**config.mk**
```make
export PLATFORM = sky130hd
export DESIGN_NAME = tex_table_writer_flat
export DESIGN_NICKNAME = d
export VERILOG_FILES = /design/src/rtl/tex_pkg.sv /design/src/rtl/tex_table_writer_if.sv /design/src/rtl/tex_table_writer.sv /design/src/flat_wrapper.sv
export SDC_FILE = /design/constraint.sdc
export NUM_CORES = 1
export LEC_CHECK = 0
export ABC_AREA = 1
export BUFFER_PORTS_ARGS = -buffer_cell sky130_fd_sc_hd__buf_2
export CAP_MARGIN = 20
export CORE_UTILIZATION = 51
export CTS_CLUSTER_DIAMETER = 40
export DETAILED_ROUTE_END_ITERATION = 8
export PLACE_DENSITY = 0.8
export SETUP_SLACK_MARGIN = 0.1
export SLEW_MARGIN = 20
export SYNTH_ARGS = -nofsm -noshare
export SYNTH_HDL_FRONTEND = slang
export SYNTH_SLANG_ARGS = --single-unit
```
**constraint.sdc**
```tcl
create_clock -name clk -period 2.07 [get_ports clk]
set_input_delay 0.414 -clock clk [delete_from_list [all_inputs] [get_ports clk]]
set_output_delay 0.414 -clock clk [all_outputs]
set_load 0.01 [all_outputs]
```
**src/rtl/tex_pkg.sv**
```systemverilog
// Purpose : shared constants and types for the transform character table
//           (writer side and the transformer that reads the same memories).
// Contents: table geometry, pointer-entry field positions, blank-pair code,
//           writer state encoding and a pointer-entry packing helper.
package tex_pkg;

  localparam int unsigned CHAR_DEPTH    = 64;  // char-memory entries reachable by start field
  localparam int unsigned MAX_LINES     = 64;  // pointer-table entries
  localparam int unsigned FIELD_W       = 6;   // width of len and start fields
  localparam int unsigned WR_PTR_W      = 7;   // holds 0..CHAR_DEPTH
  localparam int unsigned LINE_CNT_W    = 7;   // holds 0..MAX_LINES
  localparam int unsigned MEM_ADDR_W    = 8;
  localparam int unsigned MEM_DATA_W    = 16;
  localparam int unsigned PTR_DATA_W    = 12;

  localparam int unsigned PTR_LEN_MSB   = 11;
  localparam int unsigned PTR_LEN_LSB   = 6;
  localparam int unsigned PTR_START_MSB = 5;
  localparam int unsigned PTR_START_LSB = 0;

  localparam logic [MEM_DATA_W-1:0] BLANK_PAIR = 16'h2020;

  typedef enum logic [1:0] {
    ST_ACCEPT = 2'd0,
    ST_COMMIT = 2'd1,
    ST_HALT   = 2'd2
  } wr_state_e;

  // Build a pointer-table entry {len, start}.
  function automatic logic [PTR_DATA_W-1:0] pack_ptr(input logic [FIELD_W-1:0] len,
                                                     input logic [FIELD_W-1:0] start);
    logic [PTR_DATA_W-1:0] v;
    v = '0;
    v[PTR_LEN_MSB:PTR_LEN_LSB]     = len;
    v[PTR_START_MSB:PTR_START_LSB] = start;
    return v;
  endfunction

endpackage

```
**src/rtl/tex_table_writer_if.sv**
```systemverilog
// Purpose : pair-beat stream from the host/load side into the table writer.
// Signals : in_valid  beat valid (master -> slave)
//           in_ready  writer can accept a beat (slave -> master)
//           in_lhs    input-side ASCII char
//           in_rhs    transformed ASCII char
//           in_last   beat is the final pair of the current line
interface tex_table_writer_if;

  logic       in_valid;
  logic       in_ready;
  logic [7:0] in_lhs;
  logic [7:0] in_rhs;
  logic       in_last;

  modport master (output in_valid, in_lhs, in_rhs, in_last, input in_ready);
  modport slave  (input in_valid, in_lhs, in_rhs, in_last, output in_ready);

endinterface

```
**src/rtl/tex_table_writer.sv**
```systemverilog
// Purpose : writer side of the transform character table. Stores each {lhs,rhs}
//           pair into the 16-bit char memory and, at the end of every line,
//           writes a {len,start} pointer entry into the pointer table.
// Ports   : clk, rst_n          clock, async active-low reset
//           tbl_clr             sync clear of write pointers and status
//           s_in                pair-beat stream (tex_table_writer_if.slave)
//           mem_we/addr/din     char-memory write port (same cycle as the beat)
//           ptr_we/line/data    pointer-table write port (cycle after last beat)
//           line_count          lines committed since reset/clear
//           full, err           no more beats accepted / sticky overflow
// Config  : TEX_WR_BLANK_SKIP_EN - when defined, blank pairs (16'h2020) are
//           consumed without being stored; undefined, they are stored normally.
module tex_table_writer
  import tex_pkg::*;
(
  input  logic                   clk,
  input  logic                   rst_n,
  input  logic                   tbl_clr,
  tex_table_writer_if.slave      s_in,
  output logic                   mem_we,
  output logic [MEM_ADDR_W-1:0]  mem_addr,
  output logic [MEM_DATA_W-1:0]  mem_din,
  output logic                   ptr_we,
  output logic [FIELD_W-1:0]     ptr_line,
  output logic [PTR_DATA_W-1:0]  ptr_data,
  output logic [LINE_CNT_W-1:0]  line_count,
  output logic                   full,
  output logic                   err
);

  wr_state_e              r_state;
  logic [WR_PTR_W-1:0]    r_wr_ptr;
  logic [FIELD_W-1:0]     r_line_start;
  logic [FIELD_W-1:0]     r_line_len;
  logic [LINE_CNT_W-1:0]  r_line_count;
  logic                   r_full;
  logic                   r_err;
  logic                   r_ptr_we;
  logic [FIELD_W-1:0]     r_ptr_line;
  logic [PTR_DATA_W-1:0]  r_ptr_data;

  logic                   w_ready;
  logic                   w_xfer;
  logic [MEM_DATA_W-1:0]  w_pair;
  logic                   w_blank;
  logic                   w_store;
  logic [FIELD_W-1:0]     w_len_nxt;
  logic                   w_commit;
  logic                   w_ovf;

  // Ready is held low while in reset and while a clear is pending so a beat
  // offered in either case is never seen as transferred.
  assign w_ready = rst_n & ~tbl_clr & (r_state == ST_ACCEPT) & ~r_full & ~r_err;
  assign w_xfer  = s_in.in_valid & w_ready;
  assign w_pair  = {s_in.in_lhs, s_in.in_rhs};

`ifdef TEX_WR_BLANK_SKIP_EN
  assign w_blank = (w_pair == BLANK_PAIR);
`else
  assign w_blank = 1'b0;
`endif

  // Beat that actually occupies a char-memory entry.
  assign w_store   = w_xfer & ~w_blank;
  assign w_len_nxt = r_line_len + FIELD_W'(w_store);

  // A last beat commits unless it is a skipped blank closing an empty line.
  assign w_commit  = w_xfer & s_in.in_last & (w_store | (r_line_len != '0));

  // Storing into the final entry overflows unless it closes the line; a
  // 64-pair line would not fit the 6-bit len field, so it overflows too.
  assign w_ovf = w_store & (r_wr_ptr == WR_PTR_W'(CHAR_DEPTH - 1)) &
                 (~s_in.in_last | (r_line_len == FIELD_W'(CHAR_DEPTH - 1)));

  // Writer state, pointers and registered status/pointer-port outputs.
  always_ff @(posedge clk or negedge rst_n) begin
    if (!rst_n) begin
      r_state      <= ST_ACCEPT;
      r_wr_ptr     <= '0;
      r_line_start <= '0;
      r_line_len   <= '0;
      r_line_count <= '0;
      r_full       <= 1'b0;
      r_err        <= 1'b0;
      r_ptr_we     <= 1'b0;
      r_ptr_line   <= '0;
      r_ptr_data   <= '0;
    end else if (tbl_clr) begin
      r_state      <= ST_ACCEPT;
      r_wr_ptr     <= '0;
      r_line_start <= '0;
      r_line_len   <= '0;
      r_line_count <= '0;
      r_full       <= 1'b0;
      r_err        <= 1'b0;
      r_ptr_we     <= 1'b0;
      r_ptr_line   <= '0;
      r_ptr_data   <= '0;
    end else begin
      r_ptr_we   <= 1'b0;
      r_ptr_line <= '0;
      r_ptr_data <= '0;
      case (r_state)
        ST_ACCEPT: begin
          if (w_store) begin
            r_wr_ptr   <= r_wr_ptr + WR_PTR_W'(1);
            r_line_len <= w_len_nxt;
          end
          if (w_ovf) begin
            r_err   <= 1'b1;
            r_state <= ST_HALT;
          end else if (w_commit) begin
            // Pointer entry is registered here so it appears during COMMIT.
            r_ptr_we   <= 1'b1;
            r_ptr_line <= r_line_count[FIELD_W-1:0];
            r_ptr_data <= pack_ptr(w_len_nxt, r_line_start);
            r_state    <= ST_COMMIT;
          end
        end
        ST_COMMIT: begin
          r_line_count <= r_line_count + LINE_CNT_W'(1);
          r_line_start <= r_wr_ptr[FIELD_W-1:0];
          r_line_len   <= '0;
          r_full       <= (r_line_count + LINE_CNT_W'(1) == LINE_CNT_W'(MAX_LINES)) |
                          (r_wr_ptr == WR_PTR_W'(CHAR_DEPTH));
          r_state      <= ST_ACCEPT;
        end
        ST_HALT: begin
          r_state <= ST_HALT;
        end
        default: begin
          r_state <= ST_ACCEPT;
        end
      endcase
    end
  end

  assign s_in.in_ready = w_ready;

  // Char-memory port is driven only on a storing beat, zero otherwise.
  assign mem_we     = w_store;
  assign mem_addr   = w_store ? MEM_ADDR_W'(r_wr_ptr[FIELD_W-1:0]) : '0;
  assign mem_din    = w_store ? w_pair : '0;

  assign ptr_we     = r_ptr_we;
  assign ptr_line   = r_ptr_line;
  assign ptr_data   = r_ptr_data;
  assign line_count = r_line_count;
  assign full       = r_full;
  assign err        = r_err;

endmodule

```
**src/flat_wrapper.sv**
```systemverilog
// flat-port wrapper written by rule: the top's interface ports become plain ports
module tex_table_writer_flat import tex_pkg::*;
  (clk, rst_n, tbl_clr, mem_we, mem_addr, mem_din, ptr_we, ptr_line, ptr_data, line_count, full, err, s_in_in_valid, s_in_in_lhs, s_in_in_rhs, s_in_in_last, s_in_in_ready);
  tex_table_writer_if s_in_i ();
  input  logic clk;
  input  logic rst_n;
  input  logic tbl_clr;
  output logic mem_we;
  output logic [MEM_ADDR_W-1:0] mem_addr;
  output logic [MEM_DATA_W-1:0] mem_din;
  output logic ptr_we;
  output logic [FIELD_W-1:0] ptr_line;
  output logic [PTR_DATA_W-1:0] ptr_data;
  output logic [LINE_CNT_W-1:0] line_count;
  output logic full;
  output logic err;
  input wire logic [$bits(s_in_i.in_valid)-1:0] s_in_in_valid;
  input wire logic [$bits(s_in_i.in_lhs)-1:0] s_in_in_lhs;
  input wire logic [$bits(s_in_i.in_rhs)-1:0] s_in_in_rhs;
  input wire logic [$bits(s_in_i.in_last)-1:0] s_in_in_last;
  output wire logic [$bits(s_in_i.in_ready)-1:0] s_in_in_ready;
  assign s_in_i.in_valid = s_in_in_valid;
  assign s_in_i.in_lhs = s_in_in_lhs;
  assign s_in_i.in_rhs = s_in_in_rhs;
  assign s_in_i.in_last = s_in_in_last;
  assign s_in_in_ready = s_in_i.in_ready;
  tex_table_writer u_core (.clk(clk), .rst_n(rst_n), .tbl_clr(tbl_clr), .s_in(s_in_i), .mem_we(mem_we), .mem_addr(mem_addr), .mem_din(mem_din), .ptr_we(ptr_we), .ptr_line(ptr_line), .ptr_data(ptr_data), .line_count(line_count), .full(full), .err(err));
endmodule
```
==> metrics, run 1 <==
final setup vio count=0; startpoint types=flop; drt first-iter violations=158; Worst-Skew Late Latency=0.30 ns; Routed Antenna Nets=0; peak supply drop=0.285 mV; M2 GR Usage=35.0%; ys flop type=dfrtp_1; GRT Util Overall=22.1%; Worst setup EP type=primary output; critical path data required time=1.66 ns; first-pass GRT wire length=8.47 mm; YS warnings=0; cells on worst reg2reg path=11; I/O pin total=75; IO buf count=72; Inserted Diodes=0; initial antenna violation count=0; Final GP Congestion=0.969; drt wl/cell=12.0 um; worst clock skew=0.00688 ns; DRC=0; CTS tree=yes; worst path arrival time=1.53 ns; final hold vios=0; largest cells by area after synthesis=dfrtp_1 (52%), inv_1 (7.9%), nand2_1 (6.2%); vias in the first global route=1,886; area leader, netlist=dfrtp_1; global route overflow=0; CTS Buf Count=5; Yosys reg bits=49; Avg Inst Size Synth=8.64 um2; Max Root-Sink Buffers=2; CTS sink cnt=49; met3 usage=5.63%; detailed placement HPWL=3.53 mm; max_slew headroom=60.2%; Root Buffer=clkbuf_8; max-slew violation count=0; sequential fraction of the synthesis area=51.8%; Area growth syn-to-layout=25.0%; synth unique cells=24; DRT Pass-1 Iters=4; via count=2,011; Rows=24; Util after Layout=67.1%; H-tree lvl count=2; die height=70.2 um; fmax=513 MHz; Starting Density=53.7%; number of synthesized flops with an enable pin=0; RSZ-0062 raised after global routing=yes; fraction of layout cells with a size suffix above 1=34.6%; Die X-Extent=70.2 um; fin crit period=1.95 ns; Gate Count Post-Synth=274; Total Neg Setup Slack=0 ns; Tightest Pin Transition=0.597 ns; Post-Route WL=4.90 mm; Synth top area share=51.8%; Clk pin slew, worst setup/hold paths=0.08 ns; WS Path Type=flop to primary output; hold_buf cts=0; Worst Path Max Fanout=13; routing usage on met1=29.7%; Most Crowded Layer GR=met2; Hold WC Path Type=primary input to async pin; core area=4410 um2; period utilization=94.1%; largest net degree at the start of global routing=50; Leak Pwr=1.66 nW; nets@finish=383; Die ar.=4920 um2; Power Total=1.69 mW; PwrDens=570 nW/um2; post-synth design cell area=2370 um2; status=finished clean; vias per cell=4.94; MaxCap Viol Count=0; top cells by instance count after synthesis=inv_1 (50), dfrtp_1 (49), nand2_1 (39); ys async rst share=100%; top-count cell post-synth=inv_1
==> layer usage <==
layer	wire [um]	share of wire, %	vias to the layer above
met1	2270	46	922
met4	57	1.2	0
met3	366	7.5	6
met2	2210	45	86
li1	-	-	997
met5	0	0	-
==> where the power goes <==
part | leakage (nW) | internal (mW) | total [mW] | switching, mW
combinational | 0.934 | 0.0708 | 0.183 | 0.113
clock | 0.0399 | 0.223 | 0.515 | 0.292
sequential | 0.682 | 0.968 | 0.989 | 0.0210
==> sequential cells by signal, indices dropped and copies added, names as in the netlist <==
register,cells
u_core.err,1
u_core.full,1
u_core.line_count,7
u_core.ptr_data,12
u_core.ptr_line,6
u_core.ptr_we,1
u_core.r_line_len,6
u_core.r_line_start,6
u_core.r_state,2
u_core.r_wr_ptr,7
==> cell type report <==
class | instances | area, um2
Tap cell | 52 | 65.1
Timing Repair Buffer | 85 | 513
Multi-Input combinational cell | 165 | 896
Inverter | 50 | 188
Fill cell | 376 | 1450
Sequential cell | 49 | 1230
Clock buffer | 5 | 68.8
Clock inverter | 1 | 5.00
==> path summary, 6_finish.rpt <==
kind | from | endpoint | slack [ns]
min in group clk | tbl_clr | u_core.r_wr_ptr[6] | 0.35
max reg2reg | u_core.full | u_core.ptr_we | 0.20
max in group asynchronous | rst_n | u_core.line_count[3] | 1.40
min reg2reg | u_core.r_line_start[2] | u_core.ptr_data[2] | 0.50
max | u_core.full | mem_addr[1] | 0.12
min | rst_n | u_core.ptr_data[6] | 0.27
==> kinds of logic (layout without fill, tap and decap cells) <==
| group | after synthesis | in the layout | share of synthesized area [%] |
|---|---|---|---|
| and+or+nand+nor | 122 | 122 | 24.6 |
| buffers and inverters | 61 | 141 | 11.2 |
| DFF | 49 | 49 | 51.8 |
| AOI/OAI and AO/OA | 28 | 28 | 6.55 |
| xor gates and xnor gates | 7 | 7 | 2.59 |
| adders and majority gates | 6 | 6 | 3.17 |
| other | 1 | 2 | 0.158 |
==> repair_timing <==
item | 4_1_cts | 5_1_grt
pin swaps | 4 | 2
setup endpoints to repair | 22 | 22
gates resized for setup | 6 | 3
setup buffers | 5 | 2
gates cloned | 0 | 1
==> placed cells by master (no fill, tap or decap), drive strengths merged <==
cell	instances
a21boi	1
a21oi	5
buf	84
clkbuf	6
clkinv	1
conb	2
dfrtp	49
ha	6
inv	50
nand2	42
nand3	17
nand4	4
nor2	55
nor3	3
nor3b	1
o21ai	12
o22ai	10
xnor2	2
xor2	5
==> stage by stage <==
stage	cells	cell area, um2	hold slack (ns)	setup slack (ns)
2_1_floorplan	275	2370	0.118	0.111
3_3_place_gp	393	2770	0.476	0.160
3_5_place_dp	393	2770	0.482	0.0451
4_1_cts	404	2900	0.292	0.101
5_1_grt	407	2960	0.322	0.0249
6_report	407	2960	0.268	0.122
==> critical path, stage by stage, from the launching register on <==
cell and delay (ns):
dfrtp_1 0.40, nor2_2 0.15, nand2_2 0.08, nor2_4 0.12
nand2_4 0.09, buf_12 0.16, nor2_1 0.10, buf_2 0.14
Note: power is estimated with default switching activity, not from simulation.
==> run 2: changes to the inputs <==
--- a/config.mk
+++ b/config.mk
@@ -12,8 +12,10 @@
 export CTS_CLUSTER_DIAMETER = 40
 export DETAILED_ROUTE_END_ITERATION = 8
 export PLACE_DENSITY = 0.8
+export RECOVER_POWER = 25
 export SETUP_SLACK_MARGIN = 0.1
 export SLEW_MARGIN = 20
 export SYNTH_ARGS = -nofsm -noshare
 export SYNTH_HDL_FRONTEND = slang
 export SYNTH_SLANG_ARGS = --single-unit
+export TNS_END_PERCENT = 5
==> run 2 against run 1 <==
Net effect: final cell count is 0.74% lower; sequential power hardly changed; register-to-register slack better by 0.06 ns; clock-buffer cell count stayed put.
==> metrics, run 2 (synthesis gave the netlist of run 1 again) <==
period utilization=94.4% (was 94.1%); Total Neg Setup Slack=0 ns (unchanged); Area growth syn-to-layout=22.6% (was 25.0%); Die X-Extent=70.2 um (unchanged); Final GP Congestion=0.969 (unchanged); Clk pin slew, worst setup/hold paths=0.08 ns (about the same); nets@finish=380 (was 383); drt first-iter violations=188 (was 158); max_slew headroom=20.9% (was 60.2%); I/O pin total=75 (unchanged); Hold WC Path Type=primary input to flop (was primary input to async pin); die height=70.2 um (unchanged); RSZ-0062 raised after global routing=yes (unchanged); MaxCap Viol Count=0 (unchanged); CTS Buf Count=5 (unchanged); CTS sink cnt=49 (unchanged); Leak Pwr=1.62 nW (was 1.66 nW); CP peak stage delay=0.39 ns (was 0.40 ns); Reg-to-Reg End=u_core.r_line_len[4] (was u_core.ptr_we); Rows=24 (unchanged); CP cell instances=nor2_2 > nand2_2 > nor2_4 > nand2_4 > buf_12 > nor2_1 > buf_2 (unchanged); final instance area=2900 um2 (was 2960 um2); GRT Util Overall=22.1% (unchanged); detailed placement HPWL=3.53 mm (unchanged); max-slew violation count=0 (unchanged); hold depth=2; Starting Density=53.7% (unchanged); CTS tree=yes (unchanged); Worst setup EP type=primary output (unchanged); final setup vio count=0 (unchanged); Max Root-Sink Buffers=2 (unchanged); global route overflow=0 (unchanged); critical path data required time=1.66 ns (about the same); largest net degree at the start of global routing=50 (unchanged); first-pass GRT wire length=8.47 mm (unchanged); PwrDens=576 nW/um2 (was 570 nW/um2); status=finished clean (unchanged); IO buf count=72 (unchanged); Worst-Skew Late Latency=0.30 ns (about the same); Inserted Diodes=0 (unchanged); Post-Route WL=4.73 mm (was 4.90 mm); DRT Pass-1 Iters=4 (unchanged); Worst Hold End=u_core.r_wr_ptr[6]; final hold vios=0 (unchanged); cells on worst reg2reg path=10 (was 11); Root Buffer=clkbuf_8 (unchanged); Worst Path Max Fanout=26 (was 13); WS Path Type=flop to primary output (unchanged); commonest non-fill, non-tap cell in the layout=buf_2 (unchanged); flop2flop setup slack=0.26 ns (was 0.20 ns); Tightest Pin Transition=1.19 ns (was 0.597 ns); H-tree lvl count=2 (unchanged); DRC=0 (unchanged); core area=4410 um2 (unchanged); Routed Antenna Nets=0 (unchanged); fraction of layout cells with a size suffix above 1=33.5% (was 34.6%); fin crit period=1.95 ns (about the same); Hold Startpoint=tbl_clr; drt wl/cell=11.7 um (was 12.0 um); slowest cell on the critical path=dfrtp_1 (unchanged); Largest register FFs=12 (unchanged); peak supply drop=0.285 mV (about the same); initial antenna violation count=0 (unchanged); filler instances=378 (was 376); reg2reg start=u_core.r_state[0] (was u_core.full); area of placed instances=2770 um2 (unchanged); most frequent cells in the layout=buf_2 (71), inv_1 (49), dfrtp_1 (49) (was buf_2 (72), inv_1 (49), dfrtp_1 (49)); startpoint types=flop (unchanged); via count=1,987 (was 2,011); vias in the first global route=1,886 (unchanged); CP startpoint=u_core.r_state[0] (was u_core.full); worst clock skew=0.00647 ns (was 0.00688 ns); worst path arrival time=1.54 ns (was 1.53 ns); vias per cell=4.92 (was 4.94); Die ar.=4920 um2 (unchanged); fmax=512 MHz (was 513 MHz)
run 2: report_power, final:
group	internal (mW)	total, mW	switching (mW)
registers	0.969	0.989	0.0209
clock network	0.223	0.510	0.287
logic	0.0623	0.172	0.109
total	1.25	1.67	0.417
run 2: area by class of cell:
| class | count | area, um2 | area share (%) |
|---|---|---|---|
| Clock buffer | 5 | 68.8 | 2.37 |
| Clock inverter | 1 | 5.00 | 0.172 |
| Inverter | 50 | 188 | 6.47 |
| Multi-Input combinational cell | 165 | 893 | 30.8 |
| Sequential cell | 49 | 1230 | 42.2 |
| Tap cell | 52 | 65.1 | 2.24 |
| Timing Repair Buffer | 82 | 457 | 15.7 |
run 2: worst max-delay path, delay by kind of cell (launching register included):
| kind | cells | cell delay [ns] |
|---|---|---|
| AND/OR/NAND/NOR | 5 | 0.54 |
| flip-flops | 1 | 0.39 |
| buffers and inverters | 2 | 0.30 |
run 2: per-stage QoR:
stage | setup slack [ns] | hold slack (ns) | total power [mW] | cells | util [%]
final | 0.116 | 0.359 | 1.67 | 404 | 65.8
after global routing | 0.0418 | 0.355 | 1.76 | 404 | 65.8
after CTS | 0.101 | 0.292 | 1.69 | 404 | 65.7
after detailed placement | 0.0451 | 0.482 | 1.17 | 393 | 62.8
after global placement | 0.160 | 0.476 | 1.17 | 393 | 62.8
after floorplan | 0.111 | 0.118 | 1.10 | 275 | -
run 2: repair_timing:
action	in CTS	in global routing
pin swaps	4	2
hold buffers	0	0
resized for setup	6	2
setup buffers	5	0
setup endpoints to repair	22	22
run 2: metal layers:
metal	part of all wire (%)	vias up	GRT usage (%)	routed length, um
met5	0	-	0	0
met4	1.2	0	7.56	57
met3	7.5	6	5.63	356
met2	45	85	35.0	2140
met1	46	906	29.7	2170
li1	-	990	-	-
run 2: how the worst max path moves through the flow:
stage / endpoint / slack [ns] / depth (start not counted)
2_1_floorplan: u_core.r_line_len[4] / 0.11 / 11
3_3_place_gp: u_core.ptr_we / 0.16 / 11
3_5_place_dp: u_core.r_line_len[4] / 0.05 / 11
4_1_cts: mem_addr[1] / 0.10 / 7
5_1_grt: mem_addr[0] / 0.04 / 7
6_report: mem_addr[1] / 0.12 / 7
